--- src/rtl/mcu_pkg.sv ---
// Shared definitions for the MCU dispatcher: target IDs, FSM states and the
// saturating byte-index helper.
package mcu_pkg;

    // Target ID values carried in the first byte of a transfer.
    localparam logic [7:0] TGT_STAT = 8'd0;
    localparam logic [7:0] TGT_HID  = 8'd1;
    localparam logic [7:0] TGT_OSD  = 8'd2;
    localparam logic [7:0] TGT_SDC  = 8'd3;

    localparam int unsigned IDX_W = 4;

    typedef enum logic [1:0] {
        IDLE = 2'd0,
        FWD  = 2'd1,
        STAT = 2'd2,
        DROP = 2'd3
    } state_t;

    // Payload index counter that sticks at its maximum value.
    function automatic logic [IDX_W-1:0] idx_inc(input logic [IDX_W-1:0] idx);
        return (&idx) ? idx : idx + IDX_W'(1);
    endfunction

endpackage

--- src/rtl/irq_collector.sv ---
// Interrupt edge detector and pending register.
// Ports: clk, reset (sync, active-high), irq_in (level requests),
//        clear (bits to clear this cycle), pending (latched rising edges).
module irq_collector #(
    parameter int unsigned NUM_TGT = 3
) (
    input  logic               clk,
    input  logic               reset,
    input  logic [NUM_TGT-1:0] irq_in,
    input  logic [NUM_TGT-1:0] clear,
    output logic [NUM_TGT-1:0] pending
);

    logic [NUM_TGT-1:0] irq_q;

    // A new rising edge wins over a simultaneous clear of the same bit.
    always_ff @(posedge clk) begin
        if (reset) begin
            irq_q   <= '0;
            pending <= '0;
        end else begin
            irq_q   <= irq_in;
            pending <= (pending & ~clear) | (irq_in & ~irq_q);
        end
    end

endmodule

--- src/rtl/mcu_dispatch.sv ---
// MCU byte-stream dispatcher: routes transfers to external targets, serves
// status reads and aggregates target interrupts.
// Ports: clk, reset (sync, active-high); data_in_strobe/data_in_start/data_in
//        from the MCU, data_out back to it; tgt_strobe/tgt_start/tgt_data to
//        targets, tgt_dout from them; irq_in from targets, mcu_irq to the MCU.
module mcu_dispatch
    import mcu_pkg::*;
#(
    parameter logic [7:0]  CORE_ID = 8'h5c,
    parameter int unsigned NUM_TGT = 3
) (
    input  logic                 clk,
    input  logic                 reset,
    input  logic                 data_in_strobe,
    input  logic                 data_in_start,
    input  logic [7:0]           data_in,
    output logic [7:0]           data_out,
    output logic [NUM_TGT-1:0]   tgt_strobe,
    output logic                 tgt_start,
    output logic [7:0]           tgt_data,
    input  logic [8*NUM_TGT-1:0] tgt_dout,
    input  logic [NUM_TGT-1:0]   irq_in,
    output logic                 mcu_irq
);

    state_t             state;
    logic [7:0]         tgt_id;
    logic [IDX_W-1:0]   idx;
    logic [NUM_TGT-1:0] pending;
    logic [NUM_TGT-1:0] clear_c;
    logic [NUM_TGT-1:0] tgt_sel_c;
    logic [7:0]         sel_dout_c;
    logic [7:0]         stat_byte_c;
    logic               start_c;
    logic               payload_c;

    assign start_c   = data_in_strobe & data_in_start;
    assign payload_c = data_in_strobe & ~data_in_start;

    // Decode the latched target ID into a one-hot select and its return byte.
    always_comb begin
        tgt_sel_c  = '0;
        sel_dout_c = 8'h00;
        for (int i = 0; i < int'(NUM_TGT); i++) begin
            if (tgt_id == 8'(i + 1)) begin
                tgt_sel_c[i] = 1'b1;
                sel_dout_c   = tgt_dout[8*i +: 8];
            end
        end
    end

    // Status byte for the current payload index.
    always_comb begin
        stat_byte_c = 8'h00;
        if (idx == IDX_W'(0)) begin
            stat_byte_c = CORE_ID;
        end else if (idx == IDX_W'(1)) begin
            stat_byte_c = 8'(pending);
        end
    end

    // Reading the pending mask acknowledges exactly what was reported.
    assign clear_c = (state == STAT && payload_c && idx == IDX_W'(1)) ? pending : '0;

    irq_collector #(
        .NUM_TGT (NUM_TGT)
    ) u_irq_collector (
        .clk     (clk),
        .reset   (reset),
        .irq_in  (irq_in),
        .clear   (clear_c),
        .pending (pending)
    );

    // Transfer FSM with registered outputs; a start strobe restarts from any state.
    always_ff @(posedge clk) begin
        if (reset) begin
            state      <= IDLE;
            tgt_id     <= 8'h00;
            idx        <= '0;
            data_out   <= 8'h00;
            tgt_strobe <= '0;
            tgt_start  <= 1'b0;
            tgt_data   <= 8'h00;
            mcu_irq    <= 1'b0;
        end else begin
            tgt_strobe <= '0;
            tgt_start  <= 1'b0;
            mcu_irq    <= |pending;
            if (start_c) begin
                tgt_id   <= data_in;
                idx      <= '0;
                data_out <= 8'h00;
                if (data_in == TGT_STAT) begin
                    state <= STAT;
                end else if (data_in <= 8'(NUM_TGT)) begin
                    state <= FWD;
                end else begin
                    state <= DROP;
                end
            end else begin
                case (state)
                    IDLE: data_out <= 8'h00;
                    FWD: begin
                        data_out <= sel_dout_c;
                        if (payload_c) begin
                            tgt_strobe <= tgt_sel_c;
                            tgt_start  <= (idx == '0);
                            tgt_data   <= data_in;
                            idx        <= idx_inc(idx);
                        end
                    end
                    STAT: begin
                        if (payload_c) begin
                            data_out <= stat_byte_c;
                            idx      <= idx_inc(idx);
                        end
                    end
                    DROP: data_out <= 8'h00;
                    default: state <= IDLE;
                endcase
            end
        end
    end

endmodule

--- config.mk ---
export PLATFORM = sky130hd
export DESIGN_NAME = mcu_dispatch
export DESIGN_NICKNAME = d
export VERILOG_FILES = /design/src/rtl/mcu_pkg.sv /design/src/rtl/irq_collector.sv /design/src/rtl/mcu_dispatch.sv
export SDC_FILE = /design/constraint.sdc
export NUM_CORES = 1
export LEC_CHECK = 0
export ABC_AREA = 1
export CORE_MARGIN = 2
export CORE_UTILIZATION = 40
export DETAILED_ROUTE_END_ITERATION = 7
export PLACE_DENSITY = 0.8
export SYNTH_ARGS = -nofsm -noshare
export SYNTH_HDL_FRONTEND = slang
export SYNTH_SLANG_ARGS = --single-unit
--- constraint.sdc ---
create_clock -name clk -period 2.7 [get_ports clk]
set_input_delay 0.405 -clock clk [delete_from_list [all_inputs] [get_ports clk]]
set_output_delay 0.405 -clock clk [all_outputs]
set_load 0.02 [all_outputs]
==> results.md, run 1 <==
STA:
- The final hold violation count came to 0.
- The sum of negative setup slack is 0 ps.
- The clock period minus final worst setup slack is 1720 ps.
- The worst pin sits at a relative slew slack of 62.7%.
- The peak clock frequency supported by timing is 581 MHz.
- The max-slew violation total from the final report came to 0.
- The transition time of the tightest slew-check pin is 558 ps.
- The portion of the clock cycle consumed by the worst path in the final layout is 63.8%.
- Setup violations remaining at the end of the flow were counted as 0.
- Setup repair after global routing left no endpoint under its margin.
- The post-route clock skew is 7.80 ps.

Synthesis:
- The synthesized design contains 0 enable-type register cells.
- The mean area per synthesized cell is 7.41 um2.
- The synthesized netlist devotes 0% of its cell area to XOR and XNOR gates.
- The number of warnings issued by yosys is 0.
- The compound-cell area share of the yosys netlist is 14.8%.
- The post-synthesis mux area share is 0%.
- Synthesis produced 266 cells.
- After synthesis, the cell types taking the most area are sky130_fd_sc_hd__dfxtp_1 42%, sky130_fd_sc_hd__nand3_1 9.9%, sky130_fd_sc_hd__nand2_1 8.2%.
- For this run, the leading register cell type out of synthesis is sky130_fd_sc_hd__dfxtp_1.
- The adder-cell share of the synthesized area is 3.81%.
- In this run, synthesis produced a sequential element count of 41.
- The number of different library cells used by synthesis comes to 25.
- Of the synthesized area, sequential elements account for 41.7%.
- For this run, asynchronously set or reset flops after synthesis account for 0%.
- The net count after synthesis is 311.
- The cell area that synthesis handed to floorplanning was 1970 um2.
- After synthesis, the largest family of logic cells by area is simple AND/OR/NAND/NOR gates.
- Among all cell types in the netlist, the one instantiated most often is sky130_fd_sc_hd__nand2_1.
- Summing the areas of all and, or, nand and nor instances in the mapped netlist gives 30.6% of the synthesized area.
- The commonest cells after synthesis are 43 x sky130_fd_sc_hd__nand2_1, 41 x sky130_fd_sc_hd__dfxtp_1, 39 x sky130_fd_sc_hd__nand3_1.
- Summed over all instances, the cell type with the most area after synthesis is sky130_fd_sc_hd__dfxtp_1.
- Of the post-synthesis cell area, the dominant cell type holds 41.7%.

CTS:
- Clock latency on the worst-skew pair, taken at its later pin, is 290 ps.
- The number of clock buffers added by TritonCTS is 5.
- The clock-pin slew of the registers on the worst-case setup and hold paths is 80 ps.
- CTS built an H-tree with a depth of 2.
- The maximum clock insertion buffer count is 2.
- The number of buffers inserted by hold repair at cts is 0.
- The number of gates resized after cts is 0.
- TritonCTS built the clock tree.
- The number of buffers added for setup after CTS is 0.
- Clock tree synthesis found a total of 41 sinks.
- The tree is rooted in a sky130_fd_sc_hd__clkbuf_8.

Route:
- The routed wire length is 4.72 mm.
- Once detail routing completed, the nets flagged for antenna violations numbered 0.
- The number of design-rule violations left by the first detailed-router iteration is 80.
- The DRC violation count after routing is 0.
- In the final routed layout, each cell accounts on average for 12.0 um.
- The average via count per standard cell is 4.81.
- The number of detailed-routing iterations run before antenna repair is 6.
- The count of vias placed by the detailed router is 1899.

Global route:
- The overall track demand over capacity in global routing is 17.9%.
- Entering global routing, the biggest net connects 18 pins.
- The initial antenna violation count is 0.
- The first global-routing pass estimated 7.62 mm of wire.
- The via count of the first global-routing pass is 1715.
- The overflow left after global routing is 0.

Die:
- The core region is 4720 um2.
- The die area is 5500 um2.
- 60 I/O pins were placed.
- The floorplan step set the die width to 74.2 um.
- Measured along the y axis, the die boundary spans 74.2 um.
- Once the floorplan was initialized, standard cells occupied 41.7% of the core.
- The floorplan has 25 rows.

Final layout:
- The layout overhead on the synthesized area is 38.2%.
- Of the cells placed in the final design, the portion with a size suffix greater than 1 is 8.54%.
- In the final layout, the multi-input gates occupy 970 um2.
- The combined flip-flop and latch cell area is 821 um2.
- The antenna diode instance count is 0.
- The number of fill cells is 455.
- The number of nets in the layout is 372.
- The count of placed standard cells in the final layout, fillers left out is 395.

Placed design:
- The count of buffers inserted at the top-level ports is 59.
- The global placement routability congestion is 0.821.
- The cell count after placement is 387.
- Detailed placement finished with a half-perimeter wire length of 3.64 mm.

Worst setup path:
- The endpoint class of the critical path is a register.
- The worst register-to-register path has a setup slack of 1270 ps.
- Traced cell by cell, the critical path runs through clkdlybuf4s50_1, inv_1, nand3_1, nor4_1.
- The data arrival time of the critical path is 1910 ps.
- The launch point of the worst reg-to-reg path is state[0].
- For the worst flop-to-flop path, the logic depth is 7.
- The kind of start point of the critical path is a primary input.
- The library cell contributing the largest single delay on the critical path is sky130_fd_sc_hd__clkdlybuf4s50_1.
- The worst setup path is of the in2reg kind.
- In this run the critical register-to-register path is captured at data_out[7].
- In this run the worst path has a maximum fanout of 17.
- The maximum single-stage delay on the critical path is 690 ps.
- Data on the critical path is required at its endpoint by 2890 ps.

Min path:
- The terminating pin of the worst hold path is u_irq_collector.pending[2].
- The worst hold path startpoint is u_irq_collector.irq_q[2].
- The tightest min-delay check is of the reg2reg type.
- The hold-critical path depth is 1.

Run status:
- The flow ran to the end, and the final reports show no timing, DRC or antenna violations.

Power and ir drop:
- The post-layout total power is 1360 uW.
- The maximum VDD drop is 0.000364 V.
- The power density of the placed cells is 501 nW/um2.
- The leakage power is 0.00111 uW.

Flow run:
- The max-cap violation count is 0.
-- cells by family after synthesis --
logic type                 count (synthesis)
adders and majority gates                  6
DFF                                       41
and+or+nand+nor                          125
AOI/OAI and AO/OA                         53
buffers and inverters                     41
-- per-layer routing --
metal	track usage, %	routed length (um)	vias to the layer above
li1	-	-	993
met1	21.5	2160	833
met2	30.3	2110	69
met3	5.28	394	4
met4	6.46	63	0
met5	0	0	-
-- registers in the layout (all words and copies together) (netlist names) --
| register | cells |
|---|---|
| data_out | 8 |
| tgt_data | 8 |
| tgt_id | 8 |
| idx | 4 |
| tgt_strobe | 3 |
| u_irq_collector.irq_q | 3 |
| u_irq_collector.pending | 3 |
| state | 2 |
| mcu_irq | 1 |
| tgt_start | 1 |
-- per-stage QoR --
stage / utilization, % / setup WS [ps] / instance area, um2 / hold slack [ps]
after global placement: 55.3 / 761 / 2610 / 406
final: 57.6 / 978 / 2720 / 422
after floorplan: - / 1480 / 1970 / 398
after detailed placement: 55.3 / 657 / 2610 / 414
after CTS: 57.6 / 964 / 2720 / 425
after global routing: 57.6 / 807 / 2720 / 433
-- cells in the final DEF, fill, tap and decap left out, drive strengths merged --
cell type       n
clkdlybuf4s50  59
nand2          46
dfxtp          41
nand3          40
inv            35
nor2           35
a21oi          33
o21ai          17
ha              6
clkbuf          6
o32ai           3
nor4            2
nor3            1
nor3b           1
clkinv          1
bufinv          1
buf             1
-- worst max-delay path: cells and delay by family --
kind / cells / cell delay (ps)
AND/OR/NAND/NOR: 2 / 430
buffers and inverters: 2 / 1080
-- final cells by class --
class                      instances  share of cell area [%]
inverter                          35                    5.10
multi-input combinational        184                    35.6
tap                               67                    3.08
clock buffer                       6                    2.67
clock inverter                     2                    1.42
timing repair buffer              60                    22.0
sequential                        41                    30.1
-- how the worst max path moves through the flow --
stage,startpoint,endpoint,slack [ps],cells after the start
final,reset,tgt_strobe[1],980,4
after global routing,reset,tgt_strobe[1],810,4
after CTS,reset,tgt_strobe[1],960,4
after detailed placement,reset,tgt_strobe[1],660,4
after global placement,reset,tgt_strobe[1],760,4
after floorplan,state[1],tgt_data[1],1480,6
-- power by group --
part	total [uW]	switching [uW]	leakage, uW	internal (uW)
logic	238	130	0.000714	109
registers	648	16.3	0.000335	632
clock network	477	200	0.0000554	277
total	1360	346	0.00111	1020
Note: power is estimated with default switching activity, not from simulation.
==> run 2, diff against run 1 <==
- clock period: 2.7 -> 1.75 ns (I/O delays scaled with it)
==> run 2 against run 1 <==
  * Routed wire length increased by 3.3%
  * Via count up 1.5%
  * Register-to-register slack worse by 960 ps
  * Combinational power is 57% higher
  * Largest power group unchanged
  * Non-clock buffer count up 2
  * Global-route usage up 1.2 points
  * Largest cell class unchanged
==> results.md, run 2 (synthesis results as in run 1) <==
Route:
- The count of vias placed by the detailed router is 1927 (+1.5%).
- The count of antenna-violating nets left after detailed routing came to 0 (unchanged).
- The number of design-rule violations left by the first detailed-router iteration is 95 (+19%).
- The routed wire length is 4.88 mm (+3.3%).
- The wire length per cell after detailed routing is 12.3 um (+2.8%).
- The DRC violation count after routing is 0 (unchanged).
- The average via count per standard cell was 4.85 (+0.96%).
- The number of detailed-routing iterations run before antenna repair is 4 (-2).

Placed design:
- The global placement routability congestion is 0.818 (-0.33%).
- The area of placed instances is 2630 um2 (+0.58%).
- The HPWL after detailed placement is 3.75 mm (+3.0%).
- The count of buffers inserted at the top-level ports is 59 (unchanged).

Worst setup path:
- The data arrival time of the critical path came to 1270 ps (-640 ps).
- The type of the setup path with the least slack is reg2out.
- The worst setup path is captured at an output pin.
- The required time reported for the critical path endpoint is 1490 ps (-1400 ps).
- The worst setup path is launched from a register.
- The buffering stage count on the worst path with inverters included is 1 (-1).
- Traced cell by cell, the critical path runs through clkdlybuf4s50_1.
- The top fanout value on the critical path is 2 (-15).
- The largest delay contributor family on the critical path is buffers and inverters.
- On the critical path, the stage with the largest delay is an instance of sky130_fd_sc_hd__clkdlybuf4s50_1.
- The maximum single-stage delay on the critical path is 630 ps (-60 ps).

STA:
- The final hold violation count came to 0 (unchanged).
- The post-route clock skew is 5.62 ps (-2.18 ps).
- The max-slew violation total from the final report was 0 (unchanged).
- The sum of negative setup slack is 0 ps (unchanged).
- The clock period minus final worst setup slack is 1530 ps.
- The portion of the clock cycle consumed by the worst path in the final layout is 87.7%.
- Setup repair after global routing left no endpoint under its margin.
- For this run, the top clock speed supported by timing is 652 MHz.
- The transition time of the tightest slew-check pin is 348 ps (-210 ps).
- The final number of setup-violating endpoints is 0 (unchanged).
- The worst-case headroom to the max-slew limit was 76.8% (+14 points).
- The minimum hold slack is 421 ps (-1.84 ps).

Die:
- The starting density of the core is 41.7% (unchanged).
- The top-level port count is 60 (unchanged).
- The number of core rows is 25 (unchanged).
- The height of the die is 74.2 um (unchanged).
- The die area was 5500 um2 (unchanged).
- The width of the die is 74.2 um (unchanged).
- The core area is 4720 um2 (unchanged).

CTS:
- The number of buffers inserted by hold repair at cts was 0 (unchanged).
- TritonCTS built the clock tree.
- The number of buffers added for setup after CTS is 0 (unchanged).
- The clock-pin slew of the registers on the worst-case setup and hold paths is 70 ps (about the same).
- The number of levels the H-tree was split into is 2 (unchanged).
- The maximum clock insertion buffer count is 2 (unchanged).
- The number of clock buffers inserted by TritonCTS is 5 (unchanged).
- The number of gates resized after cts was 0 (unchanged).
- The clock insertion delay at the later pin of the skew report was 300 ps (about the same).
- The total number of clock tree sinks is 41 (unchanged).
- In this run the clock root is driven by a sky130_fd_sc_hd__clkbuf_8.

Final layout:
- The share of layout cells above drive strength 1 is 9.09% (+0.55 points).
- The number of fill cells is 451 (-0.88%).
- In the final layout, the registers with the most flip-flops are data_out (8), tgt_data (8), tgt_id (8).
- The antenna diode instance count came to 0 (unchanged).
- The layout overhead on the synthesized area is 39.2%.
- The number of nets in the layout is 374 (+0.54%).
- The final cell area excluding filler cells is 2740 um2 (+0.74%).
- The combined flip-flop and latch cell area is 821 um2 (unchanged).
- The top cell types in the final layout, fill and taps aside, are 59 x sky130_fd_sc_hd__clkdlybuf4s50_1, 43 x sky130_fd_sc_hd__nand2_1, 41 x sky130_fd_sc_hd__dfxtp_1.
- The area of combinational cells with multiple inputs is 970 um2 (unchanged).
- The most common cell after layout, fill and taps aside is sky130_fd_sc_hd__clkdlybuf4s50_1.

Min path:
- The worst min-delay path class is reg2reg.

Power and ir drop:
- The maximum VDD drop came to 0.000563 V (+55%).
- The power density of the placed cells is 785 nW/um2 (+57%).
- The leakage power is 0.00112 uW (+1.1%).

Flow run:
- The max-cap violation count is 0 (unchanged).

Global route:
- The initial antenna violation count is 0 (unchanged).
- The overflow left after global routing was 0 (unchanged).
- The largest net degree at the start of global routing is 17 (-1).
- The via count of the first global-routing pass is 1833 (+6.9%).
- The overall track demand over capacity in global routing is 19.0% (+1.2 points).
- The first-pass GRT wire length is 8.01 mm (+5.2%).

Run status:
- The flow ran to the end, and the final reports show no timing, DRC or antenna violations.
## run 2: cell count changes in the layout (fill, tap and decap cells not counted)
cell                       previous run  this run
sky130_fd_sc_hd__buf_4                1         3
sky130_fd_sc_hd__clkbuf_8             5         6
sky130_fd_sc_hd__clkinv_4             1         0
## run 2: path summary, 6_finish.rpt
path / start / endpoint / slack, ps / cells past startpoint
worst max-delay path: data_out[7] / data_out[7] / 220 / 1
worst min-delay path: u_irq_collector.irq_q[2] / u_irq_collector.pending[2] / 420 / 1
worst max register to register: state[0] / idx[3] / 310 / 6
worst min register to register: u_irq_collector.irq_q[2] / u_irq_collector.pending[2] / 420 / 1
## run 2: final cells by class
cell class / count / share of cell area [%]
clock buffers: 7 / 3.15
clock inverters: 1 / 1.09
inverters: 35 / 5.06
multi-input cells: 184 / 35.4
flip-flops and latches: 41 / 29.9
well taps: 67 / 3.06
repair buffers: 62 / 22.4
## run 2: routing by layer
metal / part of all wire (%) / track usage [%] / vias to the layer above
li1: - / - / 1002
met1: 45 / 22.3 / 854
met2: 45 / 32.8 / 64
met3: 8.3 / 4.47 / 7
met4: 1.8 / 8.89 / 0
met5: 0 / 0 / -
## run 2: power breakdown
part           switching (uW)  internal (uW)
clock network             314            465
registers                23.9            975
logic                     203            171
## run 2: worst reg2reg max path, stage by stage (launching register included)
cell and delay [ps]:
sky130_fd_sc_hd__dfxtp_1 360, sky130_fd_sc_hd__inv_1 80, sky130_fd_sc_hd__ha_1 300, sky130_fd_sc_hd__nor2_1 120, sky130_fd_sc_hd__nand2_1 150, sky130_fd_sc_hd__o21ai_0 230
sky130_fd_sc_hd__a21oi_1 90
## run 2: metrics by stage
step	std cells	total power (uW)	util, %	setup WS (ps)
floorplan	266	1240	-	530
global placement	389	1380	55.6	219
detailed placement	389	1390	55.6	112
CTS	397	2170	58.1	199
global route	397	2250	58.1	99.6
finish	397	2150	58.1	215
==> run 3, diff against run 2 <==
- SETUP_SLACK_MARGIN: unset -> 0.02
==> results of run 3 <==
No change in the layout: final DEF, timing and power equal those of run 2.
